--- src/rtl/udp_pkg.sv ---
// Shared constants, state type and header field helpers for the UDP deframer.
package udp_pkg;

   localparam int unsigned UDP_HEADER_BYTES = 8;
   localparam logic [7:0]  IP_PROTO_UDP     = 8'd17;

   // Byte offsets of the big-endian header fields.
   localparam int unsigned HDR_SRC_PORT_OFS = 0;
   localparam int unsigned HDR_DST_PORT_OFS = 2;
   localparam int unsigned HDR_LEN_OFS      = 4;
   localparam int unsigned HDR_CSUM_OFS     = 6;

   typedef enum logic [1:0] {
      HEADER,
      PAYLOAD,
      DISCARD
   } udp_state_t;

   // Header byte k sits at bits [8k+7:8k]; fields are big-endian on the wire.
   function automatic logic [15:0] hdr_u16(input logic [8*UDP_HEADER_BYTES-1:0] hdr,
                                           input int unsigned ofs);
      logic [5:0] lo;
      logic [5:0] hi;
      lo = 6'(8 * ofs);
      hi = 6'(8 * ofs + 8);
      return {hdr[lo +: 8], hdr[hi +: 8]};
   endfunction

endpackage

--- src/rtl/udp_deframer_if.sv ---
// IP payload input stream and UDP payload output stream of the UDP deframer.
interface udp_deframer_if #(
   parameter int unsigned AXIS_BYTES = 4
);
   // Input: IP payload stream with per-packet IP sideband
   logic                    axis_i_tready;
   logic                    axis_i_tvalid;
   logic                    axis_i_tlast;
   logic [8*AXIS_BYTES-1:0] axis_i_tdata;
   logic [AXIS_BYTES-1:0]   axis_i_tkeep;
   logic [15:0]             axis_i_length;
   logic [7:0]              axis_i_protocol;
   logic [31:0]             axis_i_src_ip;
   logic [31:0]             axis_i_dst_ip;

   // Output: UDP payload stream with per-packet UDP sideband
   logic                    axis_o_tready;
   logic                    axis_o_tvalid;
   logic                    axis_o_tlast;
   logic [8*AXIS_BYTES-1:0] axis_o_tdata;
   logic [AXIS_BYTES-1:0]   axis_o_tkeep;
   logic [15:0]             axis_o_length;
   logic [15:0]             axis_o_src_port;
   logic [15:0]             axis_o_dst_port;
   logic [31:0]             axis_o_src_ip;
   logic [31:0]             axis_o_dst_ip;

   // Environment side: drives the IP stream, sinks the UDP stream
   modport master (
      input  axis_i_tready,
      output axis_i_tvalid, axis_i_tlast, axis_i_tdata, axis_i_tkeep,
      output axis_i_length, axis_i_protocol, axis_i_src_ip, axis_i_dst_ip,
      output axis_o_tready,
      input  axis_o_tvalid, axis_o_tlast, axis_o_tdata, axis_o_tkeep,
      input  axis_o_length, axis_o_src_port, axis_o_dst_port, axis_o_src_ip, axis_o_dst_ip
   );

   // Deframer side
   modport slave (
      output axis_i_tready,
      input  axis_i_tvalid, axis_i_tlast, axis_i_tdata, axis_i_tkeep,
      input  axis_i_length, axis_i_protocol, axis_i_src_ip, axis_i_dst_ip,
      input  axis_o_tready,
      output axis_o_tvalid, axis_o_tlast, axis_o_tdata, axis_o_tkeep,
      output axis_o_length, axis_o_src_port, axis_o_dst_port, axis_o_src_ip, axis_o_dst_ip
   );

endinterface

--- src/rtl/axis_pipeline_reg.sv ---
// One-deep AXI-Stream output register; accepts a new beat whenever the slot is
// empty or being drained in the same cycle, so a stream passes without bubbles.
module axis_pipeline_reg #(
   parameter int unsigned DataBytes = 4
) (
   input  logic                   clk_i,
   input  logic                   rst_ni,
   input  logic                   s_valid_i,
   output logic                   s_ready_o,
   input  logic [8*DataBytes-1:0] s_data_i,
   input  logic [DataBytes-1:0]   s_keep_i,
   input  logic                   s_last_i,
   output logic                   m_valid_o,
   input  logic                   m_ready_i,
   output logic [8*DataBytes-1:0] m_data_o,
   output logic [DataBytes-1:0]   m_keep_o,
   output logic                   m_last_o
);

   logic                   valid_q, valid_d;
   logic [8*DataBytes-1:0] data_q, data_d;
   logic [DataBytes-1:0]   keep_q, keep_d;
   logic                   last_q, last_d;

   assign s_ready_o = !valid_q || m_ready_i;
   assign m_valid_o = valid_q;
   assign m_data_o  = data_q;
   assign m_keep_o  = keep_q;
   assign m_last_o  = last_q;

   // Load on input handshake, otherwise empty the slot once the sink takes it
   always_comb begin
      valid_d = valid_q;
      data_d  = data_q;
      keep_d  = keep_q;
      last_d  = last_q;
      if (s_valid_i && s_ready_o) begin
         valid_d = 1'b1;
         data_d  = s_data_i;
         keep_d  = s_keep_i;
         last_d  = s_last_i;
      end else if (m_ready_i) begin
         valid_d = 1'b0;
      end
   end

   // Output slot registers
   always_ff @(posedge clk_i or negedge rst_ni) begin
      if (!rst_ni) begin
         valid_q <= 1'b0;
         data_q  <= '0;
         keep_q  <= '0;
         last_q  <= 1'b0;
      end else begin
         valid_q <= valid_d;
         data_q  <= data_d;
         keep_q  <= keep_d;
         last_q  <= last_d;
      end
   end

endmodule

--- src/rtl/udp_deframer.sv ---
// Strips the UDP header from the IP payload stream and forwards the UDP payload
// with ports, addresses and payload length as per-packet sideband. Non-UDP and
// malformed packets are swallowed and counted.
module udp_deframer
   import udp_pkg::*;
#(
   parameter int unsigned AXIS_BYTES = 4
) (
   input  logic          clk,
   input  logic          sresetn,
   udp_deframer_if.slave bus,
   output logic [31:0]   drop_count
);

   localparam int unsigned DW            = 8 * AXIS_BYTES;
   localparam int unsigned HDR_BITS      = 8 * UDP_HEADER_BYTES;
   localparam int unsigned HDR_BEATS     = UDP_HEADER_BYTES / AXIS_BYTES;
   localparam logic [2:0]  HDR_LAST_BEAT = 3'(HDR_BEATS - 1);
   localparam logic [15:0] HDR_LEN       = 16'(UDP_HEADER_BYTES);
   localparam logic [15:0] BEAT_LEN      = 16'(AXIS_BYTES);

   udp_state_t            state_q, state_d;
   logic                  ready_en_q;
   logic [2:0]            hdr_cnt_q, hdr_cnt_d;
   logic [HDR_BITS-1:0]   hdr_q, hdr_d;
   logic [HDR_BITS-1:0]   hdr_full;
   logic [31:0]           ip_src_q, ip_src_d;
   logic [31:0]           ip_dst_q, ip_dst_d;
   logic [15:0]           rem_q, rem_d;
   logic [31:0]           drop_q, drop_d;
   logic                  drop_inc;

   logic [15:0]           len_q, len_d;
   logic [15:0]           sport_q, sport_d;
   logic [15:0]           dport_q, dport_d;
   logic [31:0]           sip_q, sip_d;
   logic [31:0]           dip_q, dip_d;

   logic                  in_ready;
   logic                  in_fire;
   logic                  hdr_first;
   logic                  hdr_last;
   logic                  hdr_bad;
   logic [15:0]           udp_len;
   logic [31:0]           cur_src_ip;
   logic [31:0]           cur_dst_ip;
   logic [AXIS_BYTES-1:0] rem_keep;

   logic                  pipe_valid;
   logic                  pipe_ready;
   logic [AXIS_BYTES-1:0] pipe_keep;
   logic                  pipe_last;
   logic                  unused_chk;

   // Header bytes arrive lowest-first; the final header beat completes the
   // header combinationally so the accept decision needs no extra cycle.
   if (HDR_BEATS == 1) begin : g_hdr_one_beat
      assign hdr_full = bus.axis_i_tdata;
   end else begin : g_hdr_multi_beat
      assign hdr_full = {bus.axis_i_tdata, hdr_q[HDR_BITS-1 -: HDR_BITS-DW]};
   end

   assign unused_chk = ^{hdr_q, hdr_u16(hdr_full, HDR_CSUM_OFS)};

   assign hdr_first  = (hdr_cnt_q == 3'd0);
   assign hdr_last   = (hdr_cnt_q == HDR_LAST_BEAT);
   assign udp_len    = hdr_u16(hdr_full, HDR_LEN_OFS);
   // IPs are valid on the first beat; that beat may also be the final one
   assign cur_src_ip = hdr_first ? bus.axis_i_src_ip : ip_src_q;
   assign cur_dst_ip = hdr_first ? bus.axis_i_dst_ip : ip_dst_q;
   assign hdr_bad    = (bus.axis_i_protocol != IP_PROTO_UDP) || (udp_len <= HDR_LEN) ||
                       (udp_len > bus.axis_i_length);

   assign in_fire          = bus.axis_i_tvalid && in_ready;
   assign bus.axis_i_tready = in_ready;

   assign bus.axis_o_length   = len_q;
   assign bus.axis_o_src_port = sport_q;
   assign bus.axis_o_dst_port = dport_q;
   assign bus.axis_o_src_ip   = sip_q;
   assign bus.axis_o_dst_ip   = dip_q;
   assign drop_count          = drop_q;

   // Byte enables for the closing payload beat: low rem bytes
   always_comb begin
      rem_keep = '0;
      for (int unsigned j = 0; j < AXIS_BYTES; j++) begin
         rem_keep[j] = (16'(j) < rem_q);
      end
   end

   // Input ready: header/discard never stall, except a new packet's first
   // header beat holds off until the output slot can take data
   always_comb begin
      in_ready = 1'b0;
      if (ready_en_q) begin
         unique case (state_q)
            HEADER:  in_ready = hdr_first ? pipe_ready : 1'b1;
            PAYLOAD: in_ready = pipe_ready;
            DISCARD: in_ready = 1'b1;
            default: in_ready = 1'b0;
         endcase
      end
   end

   // Next-state, header capture, payload byte accounting and drop decisions
   always_comb begin
      state_d    = state_q;
      hdr_cnt_d  = hdr_cnt_q;
      hdr_d      = hdr_q;
      ip_src_d   = ip_src_q;
      ip_dst_d   = ip_dst_q;
      rem_d      = rem_q;
      len_d      = len_q;
      sport_d    = sport_q;
      dport_d    = dport_q;
      sip_d      = sip_q;
      dip_d      = dip_q;
      drop_inc   = 1'b0;
      pipe_valid = 1'b0;
      pipe_keep  = '1;
      pipe_last  = 1'b0;

      unique case (state_q)
         HEADER: begin
            if (in_fire) begin
               hdr_d = hdr_full;
               if (hdr_first) begin
                  ip_src_d = bus.axis_i_src_ip;
                  ip_dst_d = bus.axis_i_dst_ip;
               end
               if (bus.axis_i_tlast) begin
                  // Packet ended inside the header: runt
                  drop_inc  = 1'b1;
                  hdr_cnt_d = 3'd0;
               end else if (!hdr_last) begin
                  hdr_cnt_d = hdr_cnt_q + 3'd1;
               end else begin
                  hdr_cnt_d = 3'd0;
                  if (hdr_bad) begin
                     drop_inc = 1'b1;
                     state_d  = DISCARD;
                  end else begin
                     rem_d   = udp_len - HDR_LEN;
                     len_d   = udp_len - HDR_LEN;
                     sport_d = hdr_u16(hdr_full, HDR_SRC_PORT_OFS);
                     dport_d = hdr_u16(hdr_full, HDR_DST_PORT_OFS);
                     sip_d   = cur_src_ip;
                     dip_d   = cur_dst_ip;
                     state_d = PAYLOAD;
                  end
               end
            end
         end
         PAYLOAD: begin
            if (in_fire) begin
               pipe_valid = 1'b1;
               if (rem_q <= BEAT_LEN) begin
                  // UDP payload ends here; any IP padding after it is trimmed
                  pipe_keep = rem_keep;
                  pipe_last = 1'b1;
                  rem_d     = '0;
                  state_d   = bus.axis_i_tlast ? HEADER : DISCARD;
               end else if (bus.axis_i_tlast) begin
                  // IP packet shorter than the UDP length claims: truncated
                  pipe_keep = bus.axis_i_tkeep;
                  pipe_last = 1'b1;
                  rem_d     = '0;
                  state_d   = HEADER;
               end else begin
                  rem_d = rem_q - BEAT_LEN;
               end
            end
         end
         DISCARD: begin
            if (in_fire && bus.axis_i_tlast) begin
               state_d = HEADER;
            end
         end
         default: state_d = HEADER;
      endcase
   end

   // Saturating drop counter
   always_comb begin
      drop_d = drop_q;
      if (drop_inc && (drop_q != 32'hFFFF_FFFF)) begin
         drop_d = drop_q + 32'd1;
      end
   end

   // State, header and sideband registers
   always_ff @(posedge clk or negedge sresetn) begin
      if (!sresetn) begin
         state_q    <= HEADER;
         ready_en_q <= 1'b0;
         hdr_cnt_q  <= 3'd0;
         hdr_q      <= '0;
         ip_src_q   <= '0;
         ip_dst_q   <= '0;
         rem_q      <= '0;
         drop_q     <= '0;
         len_q      <= '0;
         sport_q    <= '0;
         dport_q    <= '0;
         sip_q      <= '0;
         dip_q      <= '0;
      end else begin
         state_q    <= state_d;
         ready_en_q <= 1'b1;
         hdr_cnt_q  <= hdr_cnt_d;
         hdr_q      <= hdr_d;
         ip_src_q   <= ip_src_d;
         ip_dst_q   <= ip_dst_d;
         rem_q      <= rem_d;
         drop_q     <= drop_d;
         len_q      <= len_d;
         sport_q    <= sport_d;
         dport_q    <= dport_d;
         sip_q      <= sip_d;
         dip_q      <= dip_d;
      end
   end

   axis_pipeline_reg #(
      .DataBytes (AXIS_BYTES)
   ) u_out_reg (
      .clk_i     (clk),
      .rst_ni    (sresetn),
      .s_valid_i (pipe_valid),
      .s_ready_o (pipe_ready),
      .s_data_i  (bus.axis_i_tdata),
      .s_keep_i  (pipe_keep),
      .s_last_i  (pipe_last),
      .m_valid_o (bus.axis_o_tvalid),
      .m_ready_i (bus.axis_o_tready),
      .m_data_o  (bus.axis_o_tdata),
      .m_keep_o  (bus.axis_o_tkeep),
      .m_last_o  (bus.axis_o_tlast)
   );

endmodule

--- src/flat_wrapper.sv ---
// flat-port wrapper written by rule: the top's interface ports become plain ports
module udp_deframer_flat import udp_pkg::*;
#(
   parameter int unsigned AXIS_BYTES = 4
)
  (clk, sresetn, drop_count, bus_axis_i_tready, bus_axis_i_tvalid, bus_axis_i_tlast, bus_axis_i_tdata, bus_axis_i_tkeep, bus_axis_i_length, bus_axis_i_protocol, bus_axis_i_src_ip, bus_axis_i_dst_ip, bus_axis_o_tready, bus_axis_o_tvalid, bus_axis_o_tlast, bus_axis_o_tdata, bus_axis_o_tkeep, bus_axis_o_length, bus_axis_o_src_port, bus_axis_o_dst_port, bus_axis_o_src_ip, bus_axis_o_dst_ip);
  udp_deframer_if #(.AXIS_BYTES(AXIS_BYTES)) bus_i ();
  input  logic clk;
  input  logic sresetn;
  output logic [31:0] drop_count;
  output wire logic [$bits(bus_i.axis_i_tready)-1:0] bus_axis_i_tready;
  input wire logic [$bits(bus_i.axis_i_tvalid)-1:0] bus_axis_i_tvalid;
  input wire logic [$bits(bus_i.axis_i_tlast)-1:0] bus_axis_i_tlast;
  input wire logic [$bits(bus_i.axis_i_tdata)-1:0] bus_axis_i_tdata;
  input wire logic [$bits(bus_i.axis_i_tkeep)-1:0] bus_axis_i_tkeep;
  input wire logic [$bits(bus_i.axis_i_length)-1:0] bus_axis_i_length;
  input wire logic [$bits(bus_i.axis_i_protocol)-1:0] bus_axis_i_protocol;
  input wire logic [$bits(bus_i.axis_i_src_ip)-1:0] bus_axis_i_src_ip;
  input wire logic [$bits(bus_i.axis_i_dst_ip)-1:0] bus_axis_i_dst_ip;
  input wire logic [$bits(bus_i.axis_o_tready)-1:0] bus_axis_o_tready;
  output wire logic [$bits(bus_i.axis_o_tvalid)-1:0] bus_axis_o_tvalid;
  output wire logic [$bits(bus_i.axis_o_tlast)-1:0] bus_axis_o_tlast;
  output wire logic [$bits(bus_i.axis_o_tdata)-1:0] bus_axis_o_tdata;
  output wire logic [$bits(bus_i.axis_o_tkeep)-1:0] bus_axis_o_tkeep;
  output wire logic [$bits(bus_i.axis_o_length)-1:0] bus_axis_o_length;
  output wire logic [$bits(bus_i.axis_o_src_port)-1:0] bus_axis_o_src_port;
  output wire logic [$bits(bus_i.axis_o_dst_port)-1:0] bus_axis_o_dst_port;
  output wire logic [$bits(bus_i.axis_o_src_ip)-1:0] bus_axis_o_src_ip;
  output wire logic [$bits(bus_i.axis_o_dst_ip)-1:0] bus_axis_o_dst_ip;
  assign bus_axis_i_tready = bus_i.axis_i_tready;
  assign bus_i.axis_i_tvalid = bus_axis_i_tvalid;
  assign bus_i.axis_i_tlast = bus_axis_i_tlast;
  assign bus_i.axis_i_tdata = bus_axis_i_tdata;
  assign bus_i.axis_i_tkeep = bus_axis_i_tkeep;
  assign bus_i.axis_i_length = bus_axis_i_length;
  assign bus_i.axis_i_protocol = bus_axis_i_protocol;
  assign bus_i.axis_i_src_ip = bus_axis_i_src_ip;
  assign bus_i.axis_i_dst_ip = bus_axis_i_dst_ip;
  assign bus_i.axis_o_tready = bus_axis_o_tready;
  assign bus_axis_o_tvalid = bus_i.axis_o_tvalid;
  assign bus_axis_o_tlast = bus_i.axis_o_tlast;
  assign bus_axis_o_tdata = bus_i.axis_o_tdata;
  assign bus_axis_o_tkeep = bus_i.axis_o_tkeep;
  assign bus_axis_o_length = bus_i.axis_o_length;
  assign bus_axis_o_src_port = bus_i.axis_o_src_port;
  assign bus_axis_o_dst_port = bus_i.axis_o_dst_port;
  assign bus_axis_o_src_ip = bus_i.axis_o_src_ip;
  assign bus_axis_o_dst_ip = bus_i.axis_o_dst_ip;
  udp_deframer #(.AXIS_BYTES(AXIS_BYTES)) u_core (.clk(clk), .sresetn(sresetn), .bus(bus_i), .drop_count(drop_count));
endmodule
--- config.mk ---
export PLATFORM = sky130hd
export DESIGN_NAME = udp_deframer_flat
export DESIGN_NICKNAME = d
export VERILOG_FILES = /design/src/rtl/udp_pkg.sv /design/src/rtl/udp_deframer_if.sv /design/src/rtl/axis_pipeline_reg.sv /design/src/rtl/udp_deframer.sv /design/src/flat_wrapper.sv
export SDC_FILE = /design/constraint.sdc
export NUM_CORES = 1
export LEC_CHECK = 0
export CORE_AREA = 2 2 161 163
export DETAILED_ROUTE_END_ITERATION = 16
export DIE_AREA = 0 0 163 165
export GPL_TIMING_DRIVEN = 0
export PLACE_DENSITY = 0.84
export SKIP_CTS_REPAIR_TIMING = 1
export SLEW_MARGIN = 20
export SYNTH_ARGS = -nofsm -noshare
export SYNTH_HDL_FRONTEND = slang
export SYNTH_SLANG_ARGS = --single-unit
export TNS_END_PERCENT = 10
--- constraint.sdc ---
create_clock -name clk -period 6 [get_ports clk]
set_input_delay 0.9 -clock clk [delete_from_list [all_inputs] [get_ports clk]]
set_output_delay 0.9 -clock clk [all_outputs]
set_load 0.1 [all_outputs]
==> impl_metrics.py <==
metrics = {
    "power_and_ir_drop": {
        "vdd_drop_max_mv": 0.424,
        "totalPowerFinal_mw": 5.87,
        "power_density_nw_per_um2": 326,
        "p_leak_nw": 8.58,
    },
    "die": {
        "die_h_um": 165,
        "coreArea_um2": 25000,
        "ios": 312,
        "rows": 58,
        "die_w_um": 163,
        "dieArea_um2": 26900,
        "start_util_pct": 53.3,
    },
    "global_routing": {
        "busiest_layer": "met2",
        "grt_pass1_wl_mm": 59.4,
        "grt_util_met1_pct": 34.2,
        "grt_start_max_net_pins": 104,
        "grt_use_total_pct": 27.9,
        "antenna_found_initial": 1,
        "globalRouteMet2Util_pct": 48.8,
        "grt_pass1_vias": 11400,
        "overflow": 0,
        "met3_usage_pct": 6.86,
    },
    "routing": {
        "drtIter0Drc": 732,
        "wire_per_inst_um": 19.5,
        "drt_wl_total_mm": 37.7,
        "via_per_inst": 5.65,
        "antenna_left": 0,
        "drc": 0,
        "via_count": 10900,
        "dr.pass1.iters": 5,
    },
    "cells_and_area": {
        "drive_gt1_share_pct": 11.0,
        "syn_to_final_growth_pct": 35.0,
        "stdcell_area_um2": 18000,
        "fillCellCount": 1748,
        "fin_util_pct": 72.0,
        "fin_nets": 1730,
        "final-instance-count-excl-fill": 1933,
    },
    "outcome": {
        "status": "complete, no violations",
    },
    "timing": {
        "fmax_ghz": 0.245,
        "rsz0062_at_grt": "no",
        "fin_skew_ps": 17.4,
        "finalCritPeriodShare_pct": 67.9,
        "slew_headroom_pct": 28.1,
        "maxSlewViolCount": 0,
        "setup_viol": 0,
        "period_minus_slack_ps": 4080,
        "finalWorstSetupSlack_ps": 1920,
        "hold_viol": 0,
        "worst_slew_pin_slew_ps": 1070,
    },
    "placed_design": {
        "routabilityCongestion": 0.863,
        "dp_cells": 1877,
        "place_area_um2": 17000,
        "hpwlAfterDp_mm": 26.9,
        "place_ws_ps": 1420,
        "port_buffers": 311,
    },
    "setup_path": {
        "cp.required_ps": 6430,
        "slowest_delay_ps": 700,
        "end_kind": "flip-flop",
        "path_class": "input port to flip-flop",
        "crit_slowest_cell": "clkdlybuf4s50_1",
        "crit_path_max_fanout": 10,
        "arrival_ps": 4510,
        "cp-start-kind": "input port",
        "worst_path_most_repeated_cell": "o21ai_0",
        "path_cells": "clkdlybuf4s50_1 -> ha_1 -> a21oi_1 -> o21ai_0 -> a221oi_1 -> nand3_1 -> o31ai_2 -> clkbuf_1 -> o21ai_0 -> a22o_1",
    },
    "flow_run": {
        "drv_cap": 0,
    },
    "logic_synthesis": {
        "yosysUniqueCellTypes": 54,
        "synthCells": 1233,
        "syn-cell-area_um2": 13300,
        "ys_seq_elements": 300,
        "synth_nets": 1383,
        "async_flop_share_pct": 100,
        "synthFlopType": "dfrtp_1",
        "yosysSeqAreaShare_pct": 56.3,
        "synth_edf_count": 0,
        "synth_warnings": 0,
        "avgSynthCellArea_um2": 10.8,
    },
    "cts": {
        "clk_latency_ps": 560,
        "clkSinkCount": 300,
        "clk_path_buf_depth": 3,
        "cts_buffers": 31,
        "cts_tree": "built",
        "cts-root-buf": "clkbuf_16",
        "cts.htree.levels": 1,
        "clk_pin_slew_ps": 60,
    },
    "worst_hold_path": {
        "min_path_type": "input port to async pin",
    },
}
==> cell usage after synthesis (9+ instances only) <==
master    count  area share [%]
a21oi_1      88             3.3
a22o_1       12            0.79
buf_2        20            0.75
clkbuf_1     35            0.98
dfrtp_1     300              56
ha_1         21             2.0
inv_1        27            0.76
mux2_1        9            0.76
mux2_2       92             7.8
mux2i_1      66             5.0
nand2_1     217             6.1
nand3_1      18            0.68
nand4_1      12            0.56
nor2_1       95             2.7
nor3_1       31             1.2
nor4_1       16            0.75
o21ai_0      26            0.98
xnor2_1      10            0.66
xor2_1       32             2.1
==> placed cells by master, fill, tap and decap left out, drive strengths merged, types with 6 or more instances in the layout <==
cell and n:
or3 8, clkinv 8, xor2 32, inv 29
nand4 12, nand3 18, o21ai 26, clkbuf 75
o31ai 6, nand2 217, nor3 32, a21oi 88
ha 21, xnor2 10, mux2 101, mux2i 66
buf 32, nor2b 8, a22o 12, nor2 95
or4 7, nor3b 8, clkdlybuf4s50 310, o22ai 8
dfrtp 300, nor4 18
==> power by group <==
group	leakage, nW	switching [mW]	total (mW)	internal (mW)
Combinational	4.09	0.701	1.28	0.574
Clock	0.528	0.796	2.00	1.21
Sequential	3.96	0.206	2.59	2.38
==> path summary, 6_finish.rpt <==
check / startpoint / endpoint / slack, ps / cells past startpoint
max: bus_axis_i_tdata[15] / u_core.rem_q[5] / 1920 / 10
min: sresetn / u_core.bus.axis_o_dst_ip[26] / 250 / 1
max reg2reg: u_core.state_q[1] / u_core.rem_q[5] / 3060 / 7
min reg2reg: u_core.hdr_q[53] / u_core.hdr_q[53] / 470 / 2
max in group asynchronous: sresetn / u_core.hdr_q[57] / 4530 / 3
min in group clk: u_core.hdr_q[53] / u_core.hdr_q[53] / 470 / 2
==> routing by layer <==
layer  wire length (µm)  part of all wire (%)
met1              14800                    39
met2              18800                    50
met3               2990                   7.9
met4               1090                   2.9
met5                  0                     0
==> logic make-up after synthesis <==
logic type	Yosys count	share of synthesized area (%)
AOI/OAI and AO/OA	167	7.72
other	1	0.0281
muxes	167	13.5
adders and majority gates	21	1.97
buffers and inverters	90	2.78
xor gates and xnor gates	42	2.76
and+or+nand+nor	445	15.0
DFF	300	56.3
==> cell type report <==
class	count	area (µm²)	share of cell area (%)
timing repair buffer	314	3200	17.8
tap	330	413	2.29
multi-input combinational	843	5470	30.3
clock buffer	40	850	4.72
clock inverter	15	208	1.15
inverter	27	101	0.562
buffer	63	269	1.49
sequential	300	7510	41.7
antenna	1	2.50	0.0139
==> flip-flops by register name (all words and copies together) (netlist names), 32 cells and up <==
signal / cells
u_core.ip_dst_q: 32
u_core.bus.axis_o_dst_ip: 32
u_core.hdr_q: 32
u_core.drop_count: 32
u_core.u_out_reg.m_data_o: 32
u_core.bus.axis_o_src_ip: 32
u_core.ip_src_q: 32
==> stage by stage <==
stage	hold WS, ps	setup TNS [ps]
global placement	452	-2616750
CTS	249	0
detailed placement	459	0
floorplan	440	0
finish	249	0
global route	272	0
==> worst max-delay path, delay by kind of cell <==
kind                       cells  cell delay, ps
AOI/OAI and AO/OA              6            1820
buffers and inverters          2            1140
adders and majority gates      1             340
and+or+nand+nor                1             290
Note: power is estimated with default switching activity, not from simulation.
==> RTL change (same flow settings) <==
Change the package constant `UDP_HEADER_BYTES` from 8 to 12.
--- a/src/rtl/udp_pkg.sv
+++ b/src/rtl/udp_pkg.sv
@@ -3,3 +3,3 @@
 
-   localparam int unsigned UDP_HEADER_BYTES = 8;
+   localparam int unsigned UDP_HEADER_BYTES = 12;
    localparam logic [7:0]  IP_PROTO_UDP     = 8'd17;
Formal check against the unedited RTL: not equivalent (a bounded check fails within 4 cycles, from zero or initial values and one cycle with sresetn low).
==> RTL change against the unedited design <==
Count of clock-buffer cells in the layout is 8 higher; combinational power is 20% higher; global-route usage is 2.2 points higher; worst setup slack better by 140 ps; wire length is 6.2% higher; sequential cell count is 32 higher; total power is 12% higher; design area is 7.7% higher; synthesized area is 9.9% higher; largest power group unchanged.
==> RTL change: results (changes against the unedited design) <==
outcome: "finished, final reports clean"
synthXorXnorAreaFrac_pct: 2.51  # -0.25 points
r2r_setup_slack_ps: 2590  # -470 ps
yosysUniqueCellTypes: 64  # +19%
r2r_end: "u_core.bus.axis_o_src_ip[13]"
grt_pass1_vias: 12300  # +7.9%
r2r_start: "u_core.hdr_q[70]"
dp_hpwl_mm: 28.7  # +6.9%
post_drt_wl_per_cell_um: 18.5  # -5.3%
slowest_delay_ps: 970  # +270 ps
vias_per_cell: 5.54  # -2.0%
synth.net_count: 1617  # +17%
n_fill_cell: 1769  # +1.2%
arrival_ps: 3030  # -1480 ps
synth_compound_area_share_pct: 7.02  # -0.70 points
nets: 1967  # +14%
drive_gt1_share_pct: 9.68  # -1.4 points
synthMuxAreaShare_pct: 9.38  # -4.1 points
ys_top_cells_by_area: "dfrtp_1, nand2_1, mux2_2"
cts_buffers: 35  # +13%
hold_class: "in2async"
grt_max_degree: 103  # -0.96%
gp_congestion: 0.902  # +4.5%
worstMarginPinSlew_ps: 1080  # +8.78 ps
numPortBuffers: 310  # -0.32%
grt_pass1_wl_mm: 63.4  # +6.6%
yosysSeqAreaShare_pct: 56.6  # +0.37 points
hold_slack_ps: 317  # +67.4 ps
finClkSkew_ps: 16.1  # -1.37 ps
drtIter0Drc: 1093  # +49%
place_ws_ps: 1820  # +394 ps
peakVddDrop_mv: 0.221  # -48%
grt_use_total_pct: 30.1  # +2.2 points
ys_ff_latch: 332  # +11%
yosys-top-cells-count: "nand2_1, dfrtp_1, o21ai_0"
critical_path.max_fanout: 6  # -4
p_leak_uw: 0.00892  # +3.9%
antenna_found_initial: 0  # -1
clk_latency_ps: 520  # -40 ps
synthAdderAreaFrac_pct: 1.79  # -0.18 points
htreeDepth: 2  # +1
reg2regPathDepth: 11  # +4
==> RTL change: changes by cell type in the layout (fill, tap and decap cells not counted), moves of 29 or more <==
cell | unedited run | this run
a21oi_1 | 88 | 26
dfrtp_1 | 300 | 332
nand2_1 | 217 | 496
nor2_1 | 95 | 44
o21ai_0 | 26 | 104
xnor2_1 | 10 | 39
xor2_1 | 32 | 3
==> RTL change: how the worst max path moves through the flow <==
stage                                from                            end  slack [ps]  cells after the start
floorplan            bus_axis_i_length[1]    u_core.bus.axis_o_dst_ip[0]        2730                     12
global placement                  sresetn  u_core.u_out_reg.m_data_o[27]      -10050                      1
detailed placement  bus_axis_i_length[15]   u_core.bus.axis_o_src_ip[10]        1820                     13
CTS                   u_core.hdr_cnt_q[2]              bus_axis_i_tready        2050                      5
global route          u_core.hdr_cnt_q[2]              bus_axis_i_tready        1990                      5
finish                u_core.hdr_cnt_q[1]              bus_axis_i_tready        2070                      5
==> RTL change: kinds of logic after synthesis <==
| logic type | Yosys count |
|---|---|
| AOI/OAI and AO/OA | 179 |
| buffers and inverters | 103 |
| xor gates and xnor gates | 42 |
| muxes | 129 |
| other | 1 |
| adders and majority gates | 21 |
| and+or+nand+nor | 660 |
| DFF | 332 |
==> RTL change: layout make-up <==
| class | instances | area (µm²) | share of cell area (%) |
|---|---|---|---|
| inverter | 25 | 93.8 | 0.484 |
| buffer | 78 | 413 | 2.13 |
| multi-input combinational | 1032 | 5860 | 30.2 |
| timing repair buffer | 313 | 3190 | 16.4 |
| clock inverter | 10 | 104 | 0.535 |
| sequential | 332 | 8310 | 42.8 |
| clock buffer | 48 | 1020 | 5.24 |
| tap | 330 | 413 | 2.13 |
==> RTL change: power breakdown <==
part / switching, µW / internal [µW] / leakage [µW] / total, µW
Combinational: 835 / 700 / 0.00400 / 1530
Clock: 882 / 1230 / 0.000538 / 2110
Sequential: 289 / 2630 / 0.00438 / 2920
Total: 2000 / 4560 / 0.00892 / 6570
==> RTL change: metal layers <==
layer	vias to the layer above	part of all wire (%)	global-route usage [%]
li1	5602	-	-
met1	5829	40	38.0
met2	494	49	51.6
met3	87	8.0	6.73
met4	0	3.2	10.2
met5	-	0	0
==> RTL change: worst max-delay path, delay by kind of cell (launching register included) <==
family          cells  cell delay, ps
compound gates      2             340
buf+inv             1             970
flops               1             440
simple gates        2             760
==> RTL change: metrics by stage <==
step	util [%]	std cells	instance area, µm²
floorplan	-	1467	14700
global placement	72.6	2107	18200
detailed placement	73.0	2110	18300
CTS	77.5	2168	19400
global route	77.5	2168	19400
finish	77.5	2168	19400
